### config.mk
export PLATFORM = sky130hd
export DESIGN_NAME = bsg_acm_cipher_core
export DESIGN_NICKNAME = d
export VERILOG_FILES = /design/src/rtl/bsg_acm_pkg.sv /design/src/rtl/bsg_acm_permute.sv /design/src/rtl/bsg_acm_cipher_core.sv
export SDC_FILE = /design/constraint.sdc
export NUM_CORES = 2
export LEC_CHECK = 0
export ABC_AREA = 1
export CAP_MARGIN = 5
export CORE_AREA = 2 2 404 406
export CTS_CLUSTER_SIZE = 20
export DETAILED_ROUTE_END_ITERATION = 12
export DIE_AREA = 0 0 406 408
export PLACE_DENSITY = 0.39
export SETUP_SLACK_MARGIN = 0.05
export SYNTH_ARGS = -nofsm -noshare
export SYNTH_HDL_FRONTEND = slang
export SYNTH_SLANG_ARGS = --single-unit
### constraint.sdc
create_clock -name clk_i -period 1.57 [get_ports clk_i]
set_input_delay 0.314 -clock clk_i [delete_from_list [all_inputs] [get_ports clk_i]]
set_output_delay 0.314 -clock clk_i [all_outputs]
set_load 0.01 [all_outputs]
### src/rtl/bsg_acm_pkg.sv
// Shared types for the Arnold Cat Map cipher core: FSM states and map direction codes.
package bsg_acm_pkg;

    typedef enum logic [1:0] {
        eIdle = 2'd0,
        eBusy = 2'd1,
        eDone = 2'd2
    } acm_state_e;

    localparam logic e_acm_fwd = 1'b0;
    localparam logic e_acm_inv = 1'b1;

endpackage

### src/rtl/bsg_acm_permute.sv
// One cat-map iteration over the whole image, forward or inverse, as pure wiring plus a mux.
module bsg_acm_permute #(
    parameter int board_width_p = 8,
    parameter int pixel_width_p = 8,
    localparam int cells_lp = board_width_p * board_width_p,
    localparam int data_width_lp = cells_lp * pixel_width_p
) (
    input  logic [data_width_lp-1:0] data_i,
    input  logic                     inv_i,
    output logic [data_width_lp-1:0] data_o
);

    logic [data_width_lp-1:0] fwd_data;
    logic [data_width_lp-1:0] inv_data;

    // Source indices are elaboration-time constants; the W offsets keep the inverse operands non-negative.
    for (genvar x = 0; x < board_width_p; x++) begin : g_row
        for (genvar y = 0; y < board_width_p; y++) begin : g_col
            localparam int k_lp  = x * board_width_p + y;
            localparam int fx_lp = (x + y) % board_width_p;
            localparam int fy_lp = (x + 2 * y) % board_width_p;
            localparam int ix_lp = (2 * x + board_width_p - y) % board_width_p;
            localparam int iy_lp = (y + board_width_p - x) % board_width_p;
            localparam int fk_lp = fx_lp * board_width_p + fy_lp;
            localparam int ik_lp = ix_lp * board_width_p + iy_lp;

            assign fwd_data[k_lp*pixel_width_p +: pixel_width_p] = data_i[fk_lp*pixel_width_p +: pixel_width_p];
            assign inv_data[k_lp*pixel_width_p +: pixel_width_p] = data_i[ik_lp*pixel_width_p +: pixel_width_p];
            assign data_o[k_lp*pixel_width_p +: pixel_width_p] =
                inv_i ? inv_data[k_lp*pixel_width_p +: pixel_width_p]
                      : fwd_data[k_lp*pixel_width_p +: pixel_width_p];
        end
    end

endmodule

### src/rtl/bsg_acm_cipher_core.sv
// Arnold Cat Map image cipher core: accepts an image job, iterates one map step per cycle, holds the result.
module bsg_acm_cipher_core
    import bsg_acm_pkg::*;
#(
    parameter int board_width_p = 8,
    parameter int pixel_width_p = 8,
    parameter int max_iter_p    = 255,
    localparam int iter_width_lp = $clog2(max_iter_p + 1),
    localparam int data_width_lp = board_width_p * board_width_p * pixel_width_p
) (
    input  logic                     clk_i,
    input  logic                     reset_i,
    input  logic                     v_i,
    output logic                     ready_o,
    input  logic [data_width_lp-1:0] data_i,
    input  logic [iter_width_lp-1:0] iter_i,
    input  logic                     decrypt_i,
    output logic                     v_o,
    output logic [data_width_lp-1:0] data_o,
    input  logic                     yumi_i
);

    acm_state_e               state_r;
    acm_state_e               state_n;
    logic [iter_width_lp-1:0] cnt_r;
    logic                     mode_r;
    logic [data_width_lp-1:0] data_r;
    logic [data_width_lp-1:0] step_data;

    bsg_acm_permute #(
        .board_width_p(board_width_p),
        .pixel_width_p(pixel_width_p)
    ) permute (
        .data_i(data_r),
        .inv_i (mode_r),
        .data_o(step_data)
    );

    always_ff @(posedge clk_i) begin
        if (reset_i) begin
            state_r <= eIdle;
        end else begin
            state_r <= state_n;
        end
    end

    always_comb begin
        state_n = state_r;
        ready_o = 1'b0;
        v_o     = 1'b0;
        case (state_r)
            eIdle: begin
                ready_o = 1'b1;
                if (v_i) begin
                    state_n = (iter_i != '0) ? eBusy : eDone;
                end
            end
            eBusy: begin
                if (cnt_r == iter_width_lp'(1)) begin
                    state_n = eDone;
                end
            end
            eDone: begin
                v_o = 1'b1;
                if (yumi_i) begin
                    state_n = eIdle;
                end
            end
            default: state_n = eIdle;
        endcase
    end

    // Inputs are captured only on the accepting edge; mode and count then stay fixed for the job.
    always_ff @(posedge clk_i) begin
        if (reset_i) begin
            cnt_r  <= '0;
            mode_r <= e_acm_fwd;
            data_r <= '0;
        end else begin
            case (state_r)
                eIdle: begin
                    if (v_i) begin
                        data_r <= data_i;
                        cnt_r  <= iter_i;
                        mode_r <= decrypt_i;
                    end
                end
                eBusy: begin
                    data_r <= step_data;
                    cnt_r  <= cnt_r - iter_width_lp'(1);
                end
                default: begin
                end
            endcase
        end
    end

    assign data_o = data_r;

    always_ff @(posedge clk_i) begin
        if (!reset_i && v_i && ready_o) begin
            assert (int'(iter_i) <= max_iter_p);
        end
        if (!reset_i && yumi_i) begin
            assert (v_o);
        end
    end

endmodule

* Word-level counts from Yosys, hierarchy flattened
Index checks and enable logic that the tools add are counted.
** Storage, ports and cells
- Register bits after elaboration :: 523
- Output and inout bits :: 514
- Word-level logic and storage cells :: 94
** Cells by class
- Add/subtract/negate cells :: 1
- Equal/unequal tests :: 6
- Multiplexer cells :: 74
- Bitwise gates (word level) :: 1
- Reduce and logical (&&, ||, !) cells :: 7
** Operators with widths (count)
- case mux 512 bit (2 select lines) :: 1
- two-way mux 512 bit :: 1
- two-way mux 8 bit :: 64
- case mux 8 bit (2 select lines) :: 1
- equality test 8 x 1 -> 1 bit (second input constant) :: 1
- two-way mux 2 bit :: 4
- nonzero test 8 bit :: 1
- subtractor 8 x 1 -> 8 bit (second input constant) :: 1
- inequality test 2 bit (second input constant) :: 3
- case mux 2 bit (3 select lines) :: 1
- AND reduction 3 bit :: 2
- AND reduction 2 bit :: 2
- equality test 2 x 1 -> 1 bit (second input constant) :: 1
- equality test 2 bit (second input constant) :: 1
- logical NOT 2 bit :: 1
- two-way mux 1 bit :: 2
- nonzero test 2 bit :: 1
- inverter 1 bit :: 1

* Logic depth before layout (Yosys ltp)
- Depth in word-level cells :: 4
- Gate-level depth with buffers :: 10

* By module
Synthesis repeated with hierarchy kept, for this count alone.
** Unflattened totals
- Cell total of the unflattened synthesis :: 4592
- Area total of the unflattened synthesis :: 28636.2 µm²
** Modules (own cells, without submodules)
- bsg_acm_cipher_core :: instances 1, cells each 2960, area each 21964.8 µm², seq. area each 10470.0 µm²
- bsg_acm_permute :: instances 1, cells each 1632, area each 6671.4 µm², seq. area each 0.0 µm²

* Worst setup path after synthesis
Ideal clock, no wire load.
- Path type :: register to register
- Start point :: register state_r[0]
- End point :: register data_r[487] (netlist: data_o[487])
- Setup time :: 115 ps
- Arrival :: 1418 ps
- Data required time :: 1455 ps
- Slack :: 36 ps
- Cell stages (with the launch flop) :: 11
- Buffers on the path :: 3
- Path through :: dfxtp_1 -> nor2_4 -> nand2_2 -> nand2_4 -> buf_6 -> inv_2 -> buf_4 -> buf_2 -> o21a_1 -> o21ai_0 -> inv_1
** Between the ends
- Cells in the longest elaborated chain, start to end :: 3
- Elaborated cells on any way between the ends :: 6
- Those cells by class :: eq/ne (2); mux (1); reduce/logical (3)
** RTL lines
- from (decl) :: line bsg_acm_cipher_core.sv:23 : acm_state_e state_r;
- from (signal assigned) :: line bsg_acm_cipher_core.sv:41 : state_r <= eIdle;
- from (signal assigned) :: line bsg_acm_cipher_core.sv:43 : state_r <= state_n;
- equality test 2 x 1 -> 1 bit or logical NOT 2 bit (tied branches) :: line bsg_acm_cipher_core.sv:80 : case (state_r)
- nonzero test 2 bit (no line) or inequality test 2 bit (tied branches)
- AND reduction 2 bit (no line)
- to (signal assigned) :: line bsg_acm_cipher_core.sv:83 : data_r <= data_i;
- to (signal assigned) :: line bsg_acm_cipher_core.sv:89 : data_r <= step_data;
- to (decl) :: line bsg_acm_cipher_core.sv:27 : logic [data_width_lp-1:0] data_r;
Several ways; a longest one is shown, not always the timed one. The select of a mux whose other input is x is not followed.
A chain may end at the register's enable or synchronous reset.

* Worst setup path in the final report
- Start point :: register state_r[0]
- End point :: register data_r[141] (netlist: data_o[141])
The elaborated chain is that of the path after synthesis.

==> summary.md <==
| Metric | Value |
|---|---|
| Status | complete, but fails checks |
| Failing checks | setup timing |
| Peak supply drop | 0.000746 V |
| Kind of critical path | flip-flop to flip-flop |
| Worst Path Buf+Inv | 6 |
| Slew Limit Headroom | 0.453 |
| Final Wtd Congestion | 0.904 |
| Antenna-violating nets left | 0 |
| Clk sink count | 523 |
| DP Wirelength | 147000 um |
| Power per cell area | 1590 mW/mm2 |
| Register area share after synthesis | 0.355 |
| HP Start | reset_i |
| Vias | 38.0k |
| First-pass GRT wire length | 277000 um |
| Critical path, cell by cell | buf_12, nand2_8, inv_8, buf_12, buf_6, buf_6, o211ai_1, nand3_1, o211ai_1, inv_1 |
| RSZ-0062 raised after global routing | yes |
| Final min period | 1.83 ns |
| Library cells used by synthesis | 27 |
| Critical path depth | 10 |
| DRC | 0 |
| DRT iter0 DRCs | 2832 |
| Core Box Area | 0.162 mm2 |
| Final nets | 6585 |
| Routed len/inst | 24.3 um |
| Crit. End Element | flip-flop |
| Fin crit share | 1.17 |
| # setup viols final | 475 |
| Clock Latency Late Sink | 0.67 ns |
| Number of CTS-inserted buffers | 76 |
| Leading cell type in the layout, fill and taps excluded | inv_1 |
| Synth warn | 0 |
| CP delay by family, top | buffers and inverters |
| Io pins | 1039 |
| Die X | 406 um |
| LEAKAGE | 0.0249 uW |
| Clk_skew | 0.0373 ns |
| FF-to-FF path depth | 10 |
| Worst-path clk slew | 0.06 ns |
| Hold Path End | mode_r |
| FP Rows | 148 |
| Hold Path Depth | 5 |
| Most frequent cells in the layout | 746 x inv_1, 678 x o21ai_0, 610 x buf_4 |
| Critical Path Max Stage Delay | 0.36 ns |
| Initial Util | 0.182 |
| Max frequency | 0.546 GHz |
| Setup TNS Final | -39.22 ns |
| Final hold violations | 0 |
| Vias in the first global route | 36.7k |
| 1st-pass router iterations | 8 |
| Netlist Area Pre-Place | 0.0295 mm2 |
| H-tree depth | 3 |
| HP Class | input port to flip-flop |
| Final setup margin | -0.261 ns |
| Number of buffers added on ports | 1038 |
| Synth-to-Final Area Change | 77.9% |
| Routed wire length | 202000 um |
| Non-Filler Instances | 8300 |
| CTS max path bufs | 3 |
| Initial antenna violation count | 28 |
| Largest net degree at the start of global routing | 95 |
| CP arrival | 2.37 ns |
| CTS tree | done |
| R2r startpoint | state_r[0] |
| GRT overflow | 0 |
| Post-synthesis sequential element count | 523 |
| Max FO, Critical Path | 7 |
| Die Area | 0.166 mm2 |
| Mapped Avg Cell Area | 6.40 um2 |
| # Max-Cap Violations | 0 |
| Placed insts | 7842 |
| Worst Tran Pin Value | 0.820 ns |
| Via/cell ratio | 4.57 |
| Die height | 408 um |
| GRT Total Usage | 0.227 |
| WP data required | 2.11 ns |
| Share of layout cells above drive strength 1 | 0.315 |
| Flop2flop setup slack | -0.26 ns |
| Syn nets | 5133 |
| Crit path launch type | flip-flop |
| Worst R2R End | data_o[141] |
| CTS Hold Bufs | 0 |
| Mapped Cells | 4606 |
| Fin. max-slew vios | 0 |
| Slowest cell on crit path | dfxtp_4 |
| Root buffer cell | clkbuf_16 |
layout make-up:
cell class | instances | area, um2
clock inverters | 18 | 184
inverters | 752 | 2890
diodes | 12 | 30.0
well taps | 2175 | 2720
multi-input cells | 2938 | 14900
clock buffers | 115 | 2200
fillers | 17700 | 109000
flip-flops and latches | 523 | 11500
repair buffers | 1767 | 18000
state kept, by name, indices dropped and copies added, names as in the netlist:
name	count
mode_r	1
data_o	512
state_r	2
cnt_r	8
cell usage after synthesis (all sizes together):
cell type	n	area [um2]
o21ai	996	4980
inv	751	2820
nand2	594	2240
a21oi	547	2740
dfxtp	523	10500
nor2	355	1340
o211ai	277	2080
clkbuf	221	831
buf	173	928
nand3	91	455
o21a	68	510
nor3	3	15.0
ha	2	25.0
a21boi	1	7.51
clkinv	1	3.75
nand4	1	6.26
o22ai	1	6.26
or2	1	6.26
worst min-delay path: cells and delay by family:
family,cells,cell delay (ns)
AO/OA/AOI/OAI,2,0.13
buffers and inverters,3,0.32
timing repair:
action	in CTS	in global routing
setup buffers	268	10
gates cloned	9	31
pin swaps	7	12
gates resized for setup	3354	221
endpoints found under the setup margin	1023	623
worst max-delay path by stage:
| stage | startpoint | to | slack [ns] |
|---|---|---|---|
| 5_1_grt | state_r[1] | data_o[323] | -0.28 |
| 3_3_place_gp | v_i | data_o[10] | -0.62 |
| 3_5_place_dp | v_i | data_o[152] | -0.67 |
| 6_report | state_r[0] | data_o[141] | -0.26 |
| 4_1_cts | state_r[0] | ready_o | -0.21 |
| 2_1_floorplan | state_r[1] | data_o[100] | 0.05 |
cells by family (layout without fill, tap and decap cells):
kind of cell / Yosys count / in the layout / share of synthesized area
AOI/OAI and AO/OA: 1890 / 1890 / 0.350
adders and majority gates: 2 / 2 / 0.000849
buffers and inverters: 1146 / 2652 / 0.155
DFF: 523 / 523 / 0.355
other: 0 / 12 / 0
and+or+nand+nor: 1045 / 1046 / 0.138
routing by layer:
| layer | part of all wire | GRT usage |
|---|---|---|
| met1 | 0.43 | 0.289 |
| met2 | 0.47 | 0.381 |
| met3 | 0.068 | 0.0519 |
| met4 | 0.031 | 0.0675 |
| met5 | 0.00092 | 0 |
power by group:
part | switching, uW | total (uW) | leakage (uW) | internal [uW]
clock | 7220 | 17200 | 0.00117 | 9980
sequential | 3970 | 21900 | 0.00454 | 18000
combinational | 23700 | 44100 | 0.0192 | 20400
metrics by stage:
step	cell area (um2)	worst slack [ns]	util	hold WS [ns]	total power, uW
final	52400	-0.261	0.324	0.158	83200
after detailed placement	45000	-0.666	0.278	0.474	57700
after global routing	52400	-0.281	0.324	0.127	87700
after floorplan	29500	0.0540	-	0.457	35600
after global placement	45000	-0.623	0.278	0.468	57700
after CTS	50900	-0.208	0.315	0.0996	80800
No activity file was read; power rests on OpenSTA's default activity.
